[config.mk]
export PLATFORM = sky130hd
export DESIGN_NAME = mod_mul_arbiter
export DESIGN_NICKNAME = d
export VERILOG_FILES = /design/src/rtl/mod_mul_arbiter.sv
export SDC_FILE = /design/constraint.sdc
export NUM_CORES = 1
export LEC_CHECK = 0
export BUFFER_PORTS_ARGS = -buffer_cell sky130_fd_sc_hd__buf_2
export CORE_UTILIZATION = 48
export CTS_BUF_LIST = sky130_fd_sc_hd__clkbuf_4 sky130_fd_sc_hd__clkbuf_8
export DETAILED_ROUTE_END_ITERATION = 12
export PLACE_DENSITY = 0.87
export SLEW_MARGIN = 5
export SYNTH_ARGS = -nofsm -noshare
export SYNTH_HDL_FRONTEND = slang
export SYNTH_SLANG_ARGS = --single-unit
[constraint.sdc]
create_clock -name clk -period 2.79 [get_ports clk]
set_clock_uncertainty 0.15 [all_clocks]
set_input_delay 0.4185 -clock clk [delete_from_list [all_inputs] [get_ports clk]]
set_output_delay 0.4185 -clock clk [all_outputs]
set_load 0.005 [all_outputs]
[src/rtl/mod_mul_arbiter.sv]
// ============================================================================
// Module   : mod_mul_arbiter
// Brief    : Round-robin scheduler that shares one interleaved modular
//            multiplier among NREQ requesters. Jobs (a, b, m) are accepted
//            over valid/ready, launched with a one-cycle start pulse, and the
//            product is returned with the requester index on a single
//            backpressured response port.
// Options  : MOD_MUL_ARB_WATCHDOG_EN - when defined, a WAIT-state watchdog
//            aborts a job after TIMEOUT cycles and reports rsp_err=1.
// Revision : 1.0 - initial release
// ============================================================================
`default_nettype none

module mod_mul_arbiter #(
    parameter int NBITS   = 4,
    parameter int NREQ    = 4,
    parameter int TIMEOUT = 1024
) (
    input  logic                       clk,
    input  logic                       rst_n,

    input  logic [NREQ-1:0]            req_valid,
    output logic [NREQ-1:0]            req_ready,
    input  logic [NREQ*NBITS-1:0]      req_a,
    input  logic [NREQ*NBITS-1:0]      req_b,
    input  logic [NREQ*NBITS-1:0]      req_m,

    output logic                       rsp_valid,
    input  logic                       rsp_ready,
    output logic [NBITS-1:0]           rsp_y,
    output logic [$clog2(NREQ)-1:0]    rsp_id,
    output logic                       rsp_err,

    output logic                       busy,

    output logic                       mm_enable_p,
    output logic [NBITS-1:0]           mm_a,
    output logic [NBITS-1:0]           mm_b,
    output logic [NBITS-1:0]           mm_m,
    input  logic [NBITS-1:0]           mm_y,
    input  logic                       mm_done_irq_p
);

    localparam int IDW = $clog2(NREQ);

    localparam logic [1:0] S_IDLE   = 2'd0;
    localparam logic [1:0] S_LAUNCH = 2'd1;
    localparam logic [1:0] S_WAIT   = 2'd2;
    localparam logic [1:0] S_RESP   = 2'd3;

    localparam logic [IDW:0] c_nreq = (IDW+1)'(NREQ);

    logic [1:0]       r_state;
    logic [1:0]       w_next_state;

    logic [IDW-1:0]   r_last_grant;
    logic [IDW-1:0]   r_cur_id;
    logic [IDW-1:0]   w_grant_idx;
    logic             w_hit;

    logic [NBITS-1:0] w_sel_a;
    logic [NBITS-1:0] w_sel_b;
    logic [NBITS-1:0] w_sel_m;

    logic [NBITS-1:0] r_mm_a;
    logic [NBITS-1:0] r_mm_b;
    logic [NBITS-1:0] r_mm_m;
    logic [NBITS-1:0] r_rsp_y;
    logic             r_rsp_err;

    logic             w_wd_expire;

    // Round-robin search: first valid requester at or after last_grant+1, wrapping.
    always_comb begin
        logic [IDW:0] v_sum;
        w_hit       = 1'b0;
        w_grant_idx = '0;
        v_sum       = '0;
        for (int i = 0; i < NREQ; i++) begin
            v_sum = {1'b0, r_last_grant} + (IDW+1)'(i + 1);
            if (v_sum >= c_nreq) begin
                v_sum = v_sum - c_nreq;
            end
            if (!w_hit && req_valid[v_sum[IDW-1:0]]) begin
                w_hit       = 1'b1;
                w_grant_idx = v_sum[IDW-1:0];
            end
        end
    end

    // Operand mux selecting the winning requester's slice.
    always_comb begin
        w_sel_a = '0;
        w_sel_b = '0;
        w_sel_m = '0;
        for (int i = 0; i < NREQ; i++) begin
            if (IDW'(i) == w_grant_idx) begin
                w_sel_a = req_a[i*NBITS +: NBITS];
                w_sel_b = req_b[i*NBITS +: NBITS];
                w_sel_m = req_m[i*NBITS +: NBITS];
            end
        end
    end

`ifdef MOD_MUL_ARB_WATCHDOG_EN
    localparam int WDW = $clog2(TIMEOUT + 1);

    logic [WDW-1:0] r_wd_cnt;

    // Watchdog counter: cleared on the way into WAIT, counts every WAIT cycle.
    always_ff @(posedge clk or negedge rst_n) begin
        if (!rst_n) begin
            r_wd_cnt <= '0;
        end else if (r_state == S_LAUNCH) begin
            r_wd_cnt <= '0;
        end else if (r_state == S_WAIT) begin
            r_wd_cnt <= r_wd_cnt + 1'b1;
        end
    end

    // Expiry on the TIMEOUT-th WAIT cycle; the next state is then RESP.
    assign w_wd_expire = (r_wd_cnt == WDW'(TIMEOUT - 1));
`else
    // No watchdog: WAIT only ends on a done pulse (constant-false term).
    assign w_wd_expire = (TIMEOUT < 0);
`endif

    // State register.
    always_ff @(posedge clk or negedge rst_n) begin
        if (!rst_n) begin
            r_state <= S_IDLE;
        end else begin
            r_state <= w_next_state;
        end
    end

    // Next-state logic.
    always_comb begin
        w_next_state = r_state;
        case (r_state)
            S_IDLE:   if (w_hit) w_next_state = S_LAUNCH;
            S_LAUNCH: w_next_state = S_WAIT;
            S_WAIT:   if (mm_done_irq_p || w_wd_expire) w_next_state = S_RESP;
            S_RESP:   if (rsp_ready) w_next_state = S_IDLE;
            default:  w_next_state = S_IDLE;
        endcase
    end

    // State-decoded outputs; req_ready is only ever raised in IDLE.
    always_comb begin
        req_ready = '0;
        if (r_state == S_IDLE && w_hit) begin
            req_ready[w_grant_idx] = 1'b1;
        end
        mm_enable_p = (r_state == S_LAUNCH);
        busy        = (r_state != S_IDLE);
        rsp_valid   = (r_state == S_RESP);
    end

    // Job capture at grant; operands stay put until the next grant.
    always_ff @(posedge clk or negedge rst_n) begin
        if (!rst_n) begin
            r_mm_a       <= '0;
            r_mm_b       <= '0;
            r_mm_m       <= '0;
            r_cur_id     <= '0;
            r_last_grant <= IDW'(NREQ - 1);
        end else if (r_state == S_IDLE && w_hit) begin
            r_mm_a       <= w_sel_a;
            r_mm_b       <= w_sel_b;
            r_mm_m       <= w_sel_m;
            r_cur_id     <= w_grant_idx;
            r_last_grant <= w_grant_idx;
        end
    end

    // Result capture; a done pulse outside WAIT never reaches these registers.
    always_ff @(posedge clk or negedge rst_n) begin
        if (!rst_n) begin
            r_rsp_y   <= '0;
            r_rsp_err <= 1'b0;
        end else if (r_state == S_WAIT) begin
            if (mm_done_irq_p) begin
                r_rsp_y   <= mm_y;
                r_rsp_err <= 1'b0;
            end else if (w_wd_expire) begin
                r_rsp_y   <= '0;
                r_rsp_err <= 1'b1;
            end
        end
    end

    assign mm_a    = r_mm_a;
    assign mm_b    = r_mm_b;
    assign mm_m    = r_mm_m;
    assign rsp_y   = r_rsp_y;
    assign rsp_id  = r_cur_id;
    assign rsp_err = r_rsp_err;

endmodule

`default_nettype wire

Word level (Yosys, flattened, before mapping)
Cells that the tools add are included.
Word-level totals
  logic and storage cells: 86
  output and inout port bits: 26
  bits in registers: 22
  input bits: 60
Operators by class
  reduce and logical (&&, ||, !) cells: 13
  magnitude comparators: 10
  equality and inequality tests: 9
  mux-type cells: 39
  $add $sub $neg: 8
Operators with widths (count)
  4-bit two-way mux: 13
  2-bit two-way mux: 11
  2-bit by 3-bit less-than comparator with 1-bit output (second input constant): 5
  3-bit greater-or-equal comparator (second input constant): 4
  1-bit two-way mux: 9
  1-bit binary-select mux with 2-bit select: 4
  2-bit one-hot mux with 4 select lines: 1
  2-bit by 1-bit subtractor with 2-bit output (second input constant): 4
  2-bit by 2-bit adder with 3-bit output (second input constant): 2
  1-bit logical AND: 5
  2-bit equality test (first input constant): 2
  2-bit equality test (second input constant): 2
  2-bit zero test: 2
  2-bit inequality test (second input constant): 2
  2-bit by 1-bit adder with 3-bit output (second input constant): 1
  2-bit by 3-bit adder with 3-bit output (second input constant): 1
  1-bit zero test: 3
  3-bit AND reduction: 1
  1-bit demux with 2-bit select: 1
  1-bit by 2-bit equality test with 1-bit output (first input constant): 1
  2-bit by 1-bit equality test with 1-bit output (second input constant): 1
  2-bit by 1-bit greater-or-equal comparator with 1-bit output (second input constant): 1
  2-bit by 1-bit inequality test with 1-bit output (second input constant): 1
  2-bit AND reduction: 1
  2-bit nonzero test: 1

Depth between registers and ports, before layout
Gate-level depths: netlist (run 1).
  depth in word-level cells: 20
  gate-level depth with buffers: 7
  depth with buffers taken out: 6

Least setup slack after synthesis (run 1)
Ideal clock, no wire load.
  kind: register -> output
  start: reg r_state[0]
  end: out req_ready[2]
  required time: 2222 ps
  setup slack: 873 ps
  arrival time: 1348 ps
  cell stages (with the launch flop): 8
  buffers on the path: 1
  path through: dfrtp_1 -> inv_1 -> ha_1 -> inv_1 -> nor2_2 -> nand2_2 -> buf_6 -> nor2_1
Between the ends
  word-level cells in the longest chain between the ends: 3
RTL lines
  from (decl): RTL line 53  | logic [1:0] r_state;
  from (signal assigned): RTL line 133  | r_state <= w_next_state;
  2-bit zero test: RTL line 152  | if (r_state == S_IDLE && w_hit) begin
  1-bit logical AND: RTL line 152
  4-bit two-way mux: RTL line 152
  to (decl): RTL line 23  | output logic [NREQ-1:0] req_ready,
No other way between the ends.

Worst setup path in the final report (run 1)
  start: reg r_state[0]
  end: out req_ready[1]
Same word-level chain as after synthesis.

==> key figures, run 1 <==
Logic synthesis
  – Synth unique cells: 32
  – Most common cell in the synthesized netlist: mux2i_1
  – Syn. warnings: 0
  – FFs w/ async S/R, synth: 100%
  – Mux cell area share after synthesis: a little over a fifth
  – #FFs+latches synth: 22
  – Syn avg cell area: approximately 12 µm²
  – Compound-cell area share of the yosys netlist: between 10% and 20%
  – Cell taking the most area after synthesis: dfrtp_1
  – Syn Nets: 190
  – Prevailing post-synth register cell: dfrtp_1
  – Post-synthesis simple-gate area fraction: roughly an eighth
  – Post-Syn Area: about 1500 µm²
  – Post-synth top cells: 24 x mux2i_1, 20 x dfrtp_1, 16 x nand2_1
  – Mapped Cells: between 100 and 150
  – Post-synth EDFFs: 0
  – Xor/xnor share of the synthesized area: 0%
  – Register area share after synthesis: between 30% and 40%
  – Largest family of logic cells by synthesized area: multiplexers
  – Top cell type's share of synthesized area: 34.4%
  – Synth area leaders: dfrtp_1 34%, mux2i_1 16%, o221ai_2 7.2%, mux2_2 4.6%, ha_1 4.3%
  – Adder-cell share of the synthesized area: around 4.3%

Layout
  – Design Area, Final: 1900 µm²
  – Share of post-route cells with drive strength above 1: between 50% and 60%
  – Nets: between 200 and 300
  – Post-route non-filler standard cell count: between 200 and 250
  – ANT cells: 0
  – Syn-to-layout area delta: 30.8%
  – Fillers: 235

Worst setup path
  – Arrival @ worst endpoint: ~1.9 ns
  – Worst EP required: roughly 2.2 ns
  – Crit Path Class: flop to primary output
  – R2R cell count: 7
  – CP max FO: 7
  – Crit path launch type: flop
  – Critical path endpoint category: primary output

Die
  – # IOs: 86
  – Row count: 19
  – Total die area: 3260 µm²
  – Core area: 2810 µm²
  – Initial Utilization: between 50 and 60%
  – Die Width: approximately 57 µm
  – Die Ht: 57.1 µm

Detailed routing
  – WL per Instance: approximately 13 µm
  – Vias: approximately 1200
  – Via/cell ratio: 5.13
  – DRC: 16
  – 1st-iter DRT viols: between 40 and 50
  – DRT Pass-1 Iters: 8
  – Post-Route WL: between 3000 and 4000 µm
  – Post-route ant nets: 0

Power and ir drop
  – Pwr Density: 934 nW/µm²
  – Peak VDD IR: approximately 0.54 mV
  – Total chip power: about 1.8 mW
  – Static Leak: between 1 and 1.5 nW

Global route
  – Vias in the first global route: approximately 1200
  – Pin count of the biggest net entering global routing: 23
  – Initial antenna violation count: 0
  – Global-route wire length before repair: between 5000 and 6000 µm
  – Congestion Overflow GR: 0
  – Total track usage: about a fifth

Timing
  – Worst setup margin: between 0.3 and 0.4 ns
  – Setup TNS: 0 ns
  – Final setup viols: 0
  – Pins over their slew limit: 0
  – Hold Vio Cnt, Final: 0
  – Final Cycle Share: 88.6%
  – Maximum clock rate: ~400 MHz
  – RSZ-0062 raised after global routing: false
  – Final min period: approximately 2.5 ns

Hold path
  – Worst Hold Class: input port to flop
  – Hold Path Depth: 2

Job
  – Maxcap violations: 0

Placed design
  – Hpwl dp: 2600 µm
  – GPL Wtd Cong: around 0.77
  – Placement Setup Slack: around 0.58 ns
  – Placed cell areas: 1860 µm²
  – Dpl cells: around 240
  – Port bufs: 84

Clock tree
  – Clock transition at the registers of the reported paths: ~0.11 ns
  – Clock Path Buffers: 2
  – TritonCTS Sinks: 22
  – Post-CTS sizing: 0
  – Root buffer cell: clkbuf_4
  – CTS Hold Bufs: 1
  – Clk Latency, worst-skew pair: 0.28 ns
  – Post-CTS Setup Repair Bufs: 0
  – Total CTS buffers: 3
  – H-tree Lvls: 1
  – CTS tree: built

Run status
  – Violated checks: design-rule violations
  – Status: complete, but fails checks
-- cell usage in the layout, fill, tap and decap left out, drive strengths merged --
master | Yosys | final
clkbuf | 1 | 4
dfstp | 2 | 2
and3 | 1 | 1
o311ai | 1 | 1
inv | 6 | 6
mux2 | 7 | 7
dlygate4sd3 | 0 | 1
nor2 | 6 | 6
mux2i | 24 | 24
and2b | 1 | 1
nand2b | 2 | 2
dfrtp | 20 | 20
conb | 1 | 1
o21ai | 5 | 5
o32a | 1 | 1
nor4 | 1 | 1
a211oi | 1 | 1
a21oi | 1 | 1
buf | 6 | 88
o221ai | 12 | 12
nand2 | 17 | 17
ha | 5 | 5
nor2b | 4 | 4
-- kinds of logic (layout without fill, tap and decap cells) --
family                   count (synthesis)  count (layout)
flip-flops                              22              22
other                                    1               1
buffers and inverters                   13              99
multiplexers                            31              31
AND/OR/NAND/NOR                         32              32
adder cells (fa/ha/maj)                  5               5
AO/OA/AOI/OAI                           21              21
-- layer usage --
layer	part of all wire, %	vias to the layer above	track usage, %	wire length, µm
li1	-	623	-	-
met5	0	-	0	0
met4	0.53	0	3.83	17
met2	53	48	38.5	1700
met1	39	569	23.2	1240
met3	7.4	2	3.63	237
-- worst paths after layout --
check,start,to,slack (ns)
worst max register to register,r_state[0],mm_b[0],0.89
worst max-delay path,r_state[0],req_ready[1],0.32
max in group asynchronous,rst_n,r_last_grant[1],1.66
worst min register to register,rsp_id[1],rsp_id[1],0.34
worst min-delay path,mm_y[2],rsp_y[2],0.20
min in group asynchronous,rst_n,rsp_y[3],0.49
-- state kept, by name (all words and copies together), names as in the netlist --
register,count
mm_m,4
r_state,2
mm_b,4
r_last_grant,2
rsp_y,4
mm_a,4
rsp_id,2
-- power breakdown --
part           internal (mW)  switching, mW  total (mW)
registers              0.494         0.0958       0.590
logic                  0.518          0.522        1.04
clock network         0.0652         0.0846       0.150
total                   1.08          0.702        1.78
-- final cells by class --
class                   count  area, µm²  area share, %
well taps                  31       38.8           2.04
repair buffers             89        460           24.2
multi-input cells          90        800           42.0
clock buffers               4       30.0           1.58
flip-flops and latches     22        553           29.0
inverters                   6       22.5           1.18
-- stage by stage --
| step | hold slack (ns) | util [%] |
|---|---|---|
| 2_1_floorplan | -0.0271 | - |
| 3_3_place_gp | 0.248 | 66.5 |
| 3_5_place_dp | 0.250 | 66.5 |
| 4_1_cts | 0.189 | 67.9 |
| 5_1_grt | 0.175 | 67.9 |
| 6_report | 0.197 | 67.9 |
-- worst max-delay path, stage by stage (launching register included) --
cell and delay [ns]:
dfrtp_1 0.43, inv_1 0.12, ha_1 0.19, inv_1 0.06, nor2_2 0.28, nand2b_2 0.20, and2b_1 0.23, buf_2 0.11
No activity file was read; power rests on OpenSTA's default activity.
==> inputs of run 2 (changes only) <==
--- a/config.mk
+++ b/config.mk
@@ -5,11 +5,12 @@
 export SDC_FILE = /design/constraint.sdc
 export NUM_CORES = 1
 export LEC_CHECK = 0
+export ABC_AREA = 1
 export BUFFER_PORTS_ARGS = -buffer_cell sky130_fd_sc_hd__buf_2
-export CORE_UTILIZATION = 48
+export CORE_UTILIZATION = 51
 export CTS_BUF_LIST = sky130_fd_sc_hd__clkbuf_4 sky130_fd_sc_hd__clkbuf_8
 export DETAILED_ROUTE_END_ITERATION = 12
-export PLACE_DENSITY = 0.87
+export PLACE_DENSITY = 0.89
 export SLEW_MARGIN = 5
 export SYNTH_ARGS = -nofsm -noshare
 export SYNTH_HDL_FRONTEND = slang
==> key figures, run 2 <==
Run status
  – Status: complete, no violations (was complete, but fails checks)

Power and ir drop
  – Static Leak: 1.31 nW (was 1.02 nW)
  – Peak VDD IR: 0.959 mV (was 0.539 mV)
  – Total chip power: 3.43 mW (was 1.78 mW)
  – Pwr Density: 1480 nW/µm² (was 934 nW/µm²)

Detailed routing
  – 1st-iter DRT viols: 107 (was 47)
  – Post-route ant nets: 0 (unchanged)
  – DRT Pass-1 Iters: 5 (was 8)
  – Via/cell ratio: 5.30 (was 5.13)
  – DRC: 0 (was 16)
  – WL per Instance: 13.7 µm (was 13.2 µm)
  – Vias: 2010 (was 1242)
  – Post-Route WL: 5200 µm (was 3200 µm)

Worst setup path
  – Crit path launch type: flop (unchanged)
  – Crit-path max cell delay: 0.63 ns (was 0.43 ns)
  – Crit-path most repeated cell: nand2_2 (was inv_1)
  – Slowest cell on the critical path: dfstp_2 (was dfrtp_1)
  – Crit Path Class: flop to primary output (unchanged)
  – Critical path endpoint category: primary output (unchanged)
  – Arrival @ worst endpoint: 2.19 ns (was 1.90 ns)
  – CP max FO: 10 (was 7)
  – Worst EP required: 2.22 ns (about the same)
  – Critical path, cell by cell: inv_4, nand2_1, nand2_1, nand2_2, nand2_2, nor2_8, nand4_1, nand2_2, inv_2, nand2_2, nor2_1, buf_2 (was inv_1, ha_1, inv_1, nor2_2, nand2b_2, and2b_1, buf_2)

Logic synthesis
  – Top cell type's share of synthesized area: 30.0% (was 34.4%)
  – Synth area leaders: dfrtp_1 30%, nand2_1 20%, nand3_1 6.6%, o21ai_0 5.1%, nor2_1 4.7% (was dfrtp_1 34%, mux2i_1 16%, o221ai_2 7.2%, mux2_2 4.6%, ha_1 4.3%)
  – Syn. warnings: 0 (unchanged)
  – Post-Syn Area: 1670 µm² (was 1460 µm²)
  – Register area share after synthesis: 33.2% (was 38.0%)
  – #FFs+latches synth: 22 (unchanged)
  – Synth unique cells: 28 (was 32)
  – Cell taking the most area after synthesis: dfrtp_1 (unchanged)
  – Post-synth top cells: 87 x nand2_1, 22 x nand3_1, 21 x nor2_1 (was 24 x mux2i_1, 20 x dfrtp_1, 16 x nand2_1)
  – Syn avg cell area: 6.84 µm² (was 11.7 µm²)
  – Prevailing post-synth register cell: dfrtp_1 (unchanged)
  – Mapped Cells: 244 (was 125)
  – Syn Nets: 309 (was 190)
  – Most common cell in the synthesized netlist: nand2_1 (was mux2i_1)
  – Post-synth EDFFs: 0 (unchanged)
  – FFs w/ async S/R, synth: 100% (unchanged)

Clock tree
  – Clock Path Buffers: 2 (unchanged)
  – Clock transition at the registers of the reported paths: 0.13 ns (was 0.11 ns)
  – Root buffer cell: clkbuf_4 (unchanged)
  – Clk Latency, worst-skew pair: 0.32 ns (was 0.28 ns)
  – CTS tree: built (unchanged)
  – H-tree Lvls: 1 (unchanged)
  – TritonCTS Sinks: 22 (unchanged)
  – Total CTS buffers: 3 (unchanged)

Die
  – Row count: 20 (was 19)
  – Core area: 3080 µm² (was 2810 µm²)
  – # IOs: 86 (unchanged)
  – Die Width: 59.2 µm (was 57.1 µm)
  – Total die area: 3500 µm² (was 3260 µm²)
  – Initial Utilization: 54.2% (was 51.9%)
  – Die Ht: 59.2 µm (was 57.1 µm)

Global route
  – Congestion Overflow GR: 0 (unchanged)
  – Global-route wire length before repair: 7490 µm (was 5180 µm)
  – Vias in the first global route: 1843 (was 1190)
  – Total track usage: 28.2% (was 20.0%)
  – Pin count of the biggest net entering global routing: 23 (unchanged)
  – Initial antenna violation count: 0 (unchanged)

Timing
  – Hold Vio Cnt, Final: 0 (unchanged)
  – Final Cycle Share: 99.0% (was 88.6%)
  – Final hold slack: 0.180 ns (was 0.197 ns)
  – Maximum clock rate: 362 MHz (was 404 MHz)
  – Final setup viols: 0 (unchanged)
  – Final min period: 2.76 ns (was 2.47 ns)
  – Pins over their slew limit: 0 (unchanged)
  – Worst setup margin: 0.0281 ns (was 0.317 ns)

Layout
  – Share of post-route cells with drive strength above 1: 41.5% (was 57.3%)
  – Most frequent cells in the layout: 84 x buf_2, 78 x nand2_1, 21 x nand3_1 (was 84 x buf_2, 24 x mux2i_1, 20 x dfrtp_1)
  – ANT cells: 0 (unchanged)
  – Syn-to-layout area delta: 38.8% (was 30.8%)
  – Sequential Area: 553 µm² (unchanged)
  – Area of the multi-input gates: 1030 µm² (was 800 µm²)
  – Fillers: 246 (was 235)
  – Nets: 401 (was 277)
  – Final Util: 75.2% (was 67.9%)
  – Commonest non-fill, non-tap cell in the layout: buf_2 (unchanged)

Placed design
  – GPL Wtd Cong: 0.918 (was 0.774)
  – Port bufs: 84 (unchanged)
  – Hpwl dp: 3490 µm (was 2600 µm)
  – Placement Setup Slack: 0.303 ns (was 0.580 ns)

Job
  – Maxcap violations: 0 (unchanged)

Hold path
  – Worst Hold Class: input port to flop (unchanged)
[run 2: cell types whose count changed in the layout (fill, tap and decap cells not counted), sizes merged, moves of 2 or more]
cell,delta
nand2,+76
nand3,+26
mux2i,-24
nor2,+18
inv,+15
o21ai,+12
o221ai,-12
nand4,+11
buf,+9
a21oi,+5
nor2b,-4
mux2,-3
nand2b,-2
[run 2: cell type report]
| cell class | instances | area share, % |
|---|---|---|
| tap | 44 | 2.38 |
| timing repair buffer | 98 | 23.5 |
| clock buffer | 3 | 0.973 |
| multi-input combinational | 190 | 44.4 |
| clock inverter | 1 | 1.30 |
| sequential | 22 | 23.9 |
| inverter | 21 | 3.51 |
[run 2: stage by stage]
stage                     std cells  area, µm²  TNS (ns)
final                           379       2310         0
after global routing            379       2310    -0.188
after CTS                       374       2200         0
after detailed placement        367       2110         0
after global placement          367       2110         0
after floorplan                 244       1670         0
[run 2: report_power, final]
group	internal (mW)	leakage, nW	switching (mW)
Combinational	0.971	1.02	1.61
Sequential	0.499	0.262	0.107
Clock	0.145	0.0279	0.105
[run 2: cells by family (layout without fill, tap and decap cells)]
group	after synthesis	in the layout	synth area share [%]
simple gates	156	156	43.4
buf+inv	32	123	9.30
compound gates	24	24	7.50
flops	22	22	33.2
fa+ha+maj	5	5	3.75
mux	4	4	2.70
other cells	1	1	0.225
[run 2: worst max-delay path, delay by kind of cell (launching register included)]
kind | cells | cell delay (ns)
flip-flops | 1 | 0.63
buffers and inverters | 3 | 0.29
AND/OR/NAND/NOR | 9 | 0.95
[run 2: path summary, 6_finish.rpt]
path	start	to	slack, ns	depth (start not counted)
min in group asynchronous	rst_n	r_state[0]	0.43	2
worst max register to register	r_last_grant[0]	mm_a[1]	0.26	15
worst min-delay path	mm_y[3]	rsp_y[3]	0.18	2
worst max-delay path	r_last_grant[0]	req_ready[2]	0.03	12
worst min register to register	rsp_id[1]	rsp_id[1]	0.34	2
max in group asynchronous	rst_n	r_last_grant[1]	1.70	2
[run 2: timing repair]
item / 4_1_cts / 5_1_grt
hold endpoints to repair: 20 / 0
buffers inserted: 2 / 5
resized for setup: 0 / 20
pin swaps: 0 / 4
endpoints found under the setup margin: 4 / 4
hold buffers: 1 / 0
[run 2: routing by layer]
metal | wire (µm) | track usage, % | part of all wire [%] | vias up
met1 | 2050 | 32.3 | 39 | 889
met5 | 0 | 0 | 0 | -
li1 | - | - | - | 965
met3 | 503 | 5.46 | 9.7 | 22
met4 | 158 | 12.9 | 3.0 | 0
met2 | 2480 | 50.2 | 48 | 134
==> inputs of run 3 (changes only) <==
--- a/config.mk
+++ b/config.mk
@@ -15,3 +15,4 @@
 export SYNTH_ARGS = -nofsm -noshare
 export SYNTH_HDL_FRONTEND = slang
 export SYNTH_SLANG_ARGS = --single-unit
+export TNS_END_PERCENT = 50
==> constraint.sdc (replaced) <==
create_clock -name clk -period 3.3 [get_ports clk]
set_clock_uncertainty 0.15 [all_clocks]
set_input_delay 0.495 -clock clk [delete_from_list [all_inputs] [get_ports clk]]
set_output_delay 0.495 -clock clk [all_outputs]
set_load 0.005 [all_outputs]
==> key figures, run 3 (synthesized netlist as in run 2, its figures left out) <==
Timing
  – Setup TNS: 0 ns (unchanged)
  – Final Cycle Share: between 90% and 100%
  – RSZ-0062 raised after global routing: false
  – Maximum clock rate: roughly 330 MHz
  – Final setup viols: 0 (unchanged)
  – Final min period: roughly 3.0 ns
  – Pins over their slew limit: 0 (unchanged)
  – Hold Vio Cnt, Final: 0 (unchanged)

Power and ir drop
  – Clock share of power: 8.2% (was 7.3%)
  – Sw Share: 53.7% (was 52.9%)
  – Sequential power share: 20.2% (was 17.7%)
  – Internal: 1.19 mW (was 1.62 mW)
  – Total chip power: 2.57 mW (was 3.43 mW)
  – Combinational group share of total power: 71.7% (was 75.0%)
  – Peak VDD IR: 0.732 mV (was 0.959 mV)
  – Pwr Density: 1190 nW/µm² (was 1480 nW/µm²)
  – P_sw: 1.38 mW (was 1.82 mW)
  – Static Leak: 1.25 nW (was 1.31 nW)

Detailed routing
  – Routed met2 length: 2170 µm (was 2480 µm)
  – Via/cell ratio: 5.22 (was 5.30)
  – WL per Instance: 12.3 µm (was 13.7 µm)
  – Post-route ant nets: 0 (unchanged)
  – DRC: 0 (unchanged)
  – Met3 wire length: 425 µm (was 503 µm)
  – DRT Pass-1 Iters: 4 (was 5)
  – Vias: 1931 (was 2010)
  – Post-Route WL: 4550 µm (was 5200 µm)
  – 1st-iter DRT viols: 72 (was 107)
  – Met1 wire length: 1870 µm (was 2050 µm)
  – Top Metal Used: met4 (unchanged)

Layout
  – Most frequent cells in the layout: 87 x nand2_1, 84 x buf_2, 22 x nand3_1 (was 84 x buf_2, 78 x nand2_1, 21 x nand3_1)
  – ANT cells: 0 (unchanged)
  – Commonest non-fill, non-tap cell in the layout: nand2_1 (was buf_2)
  – Nets: 392 (was 401)
  – Post-route non-filler standard cell count: 370 (was 379)
  – Share of post-route cells with drive strength above 1: 35.9% (was 41.5%)
  – Syn-to-layout area delta: 29.5% (was 38.8%)
  – Fillers: 281 (was 246)
  – Area of the multi-input gates: 960 µm² (was 1030 µm²)
  – Sequential Area: 553 µm² (unchanged)

Placed design
  – Hpwl dp: 3560 µm (was 3490 µm)
  – Port bufs: 84 (unchanged)
  – GPL Wtd Cong: 0.893 (was 0.918)
  – Dpl cells: 365 (was 367)

Die
  – Initial Utilization: 54.2% (unchanged)
  – Die Width: 59.2 µm (unchanged)
  – Total die area: 3500 µm² (unchanged)
  – Row count: 20 (unchanged)
  – Die Ht: 59.2 µm (unchanged)
  – Core area: 3080 µm² (unchanged)
  – # IOs: 86 (unchanged)

Worst setup path
  – Crit Path Class: flop to primary output (unchanged)
  – Crit path launch type: flop (unchanged)
  – R2R cell count: 14 (was 15)
  – CP max FO: 12 (was 10)
  – Arrival @ worst endpoint: 2.35 ns (was 2.19 ns)
  – Critical path endpoint category: primary output (unchanged)
  – Worst EP required: 2.65 ns (was 2.22 ns)

Run status
  – Status: complete, no violations (unchanged)

Global route
  – Initial antenna violation count: 0 (unchanged)
  – Pin count of the biggest net entering global routing: 26 (was 23)
  – Global-route wire length before repair: 7850 µm (was 7490 µm)
  – Congestion Overflow GR: 0 (unchanged)
  – Total track usage: 29.3% (was 28.2%)
  – Vias in the first global route: 1842 (was 1843)

Hold path
  – Hold Path Depth: 2 (unchanged)
  – Worst Hold Class: input port to flop (unchanged)

Clock tree
  – Clock Path Buffers: 2 (unchanged)
  – Root buffer cell: clkbuf_4 (unchanged)
  – Total CTS buffers: 3 (unchanged)
  – TritonCTS Sinks: 22 (unchanged)
  – Clock transition at the registers of the reported paths: 0.13 ns (about the same)
  – H-tree Lvls: 1 (unchanged)
  – CTS tree: built (unchanged)
  – Clk Latency, worst-skew pair: 0.31 ns (was 0.32 ns)

Job
  – Maxcap violations: 0 (unchanged)
## run 3: cell count changes in the layout (fill, tap and decap cells not counted), moves of 2 or more
cell     change
buf_4        -7
nand2_1      +9
nand2_2      -7
nand2_4      -2
## run 3: repair_timing
item,CTS,global route
endpoints found under the hold margin,12,0
setup buffers,0,0
gates resized for setup,0,0
hold buffers,1,0
## run 3: power by group through the flow
stage | combinational (mW) | sequential (mW) | clock (mW)
floorplan | 1.40 | 0.508 | 0
global placement | 1.76 | 0.519 | 0
detailed placement | 1.82 | 0.522 | 0
CTS | 1.84 | 0.516 | 0.211
global route | 2.11 | 0.534 | 0.227
finish | 1.84 | 0.519 | 0.210
## run 3: worst max-delay path, cell delays in order, from the launching register on
cell and delay (ns):
dfstp_2 0.68, inv_2 0.13, nand2_1 0.09, nand2_1 0.10, nand2_2 0.12, nand2_4 0.09, nor2_8 0.10, nand4_1 0.12
nand2_1 0.10, inv_1 0.16, nand2_1 0.17, nor2_1 0.05, buf_2 0.13
## run 3: area by class of cell
type,instances,share of cell area [%]
Tap cell,44,2.55
Multi-Input combinational cell,190,44.4
Sequential cell,22,25.6
Timing Repair Buffer,89,21.3
Inverter,21,3.65
Clock inverter,1,1.39
Clock buffer,3,1.04
## run 3: stage by stage
stage | util (%) | instance area, µm² | hold slack, ns | setup slack (ns)
2_1_floorplan | - | 1670 | 0.0494 | 0.946
3_3_place_gp | 68.1 | 2100 | 0.311 | 0.807
3_5_place_dp | 68.1 | 2100 | 0.315 | 0.703
4_1_cts | 70.2 | 2160 | 0.260 | 0.348
5_1_grt | 70.2 | 2160 | 0.241 | 0.104
6_report | 70.2 | 2160 | 0.259 | 0.307
## run 3: path summary, 6_finish.rpt
check	slack, ns	endpoint	from
min in group asynchronous	0.51	r_state[0]	rst_n
hold reg to reg	0.35	mm_b[3]	mm_b[3]
setup / recovery	0.31	req_ready[1]	r_last_grant[0]
hold / removal	0.26	rsp_y[3]	mm_y[3]
max in group asynchronous	2.13	r_last_grant[1]	rst_n
setup reg to reg	0.62	mm_b[1]	r_last_grant[0]
## run 3: metal layers
| metal | track usage, % | vias to the layer above |
|---|---|---|
| li1 | - | 950 |
| met3 | 6.77 | 10 |
| met4 | 9.52 | 0 |
| met2 | 50.6 | 107 |
| met5 | 0 | - |
| met1 | 35.7 | 864 |
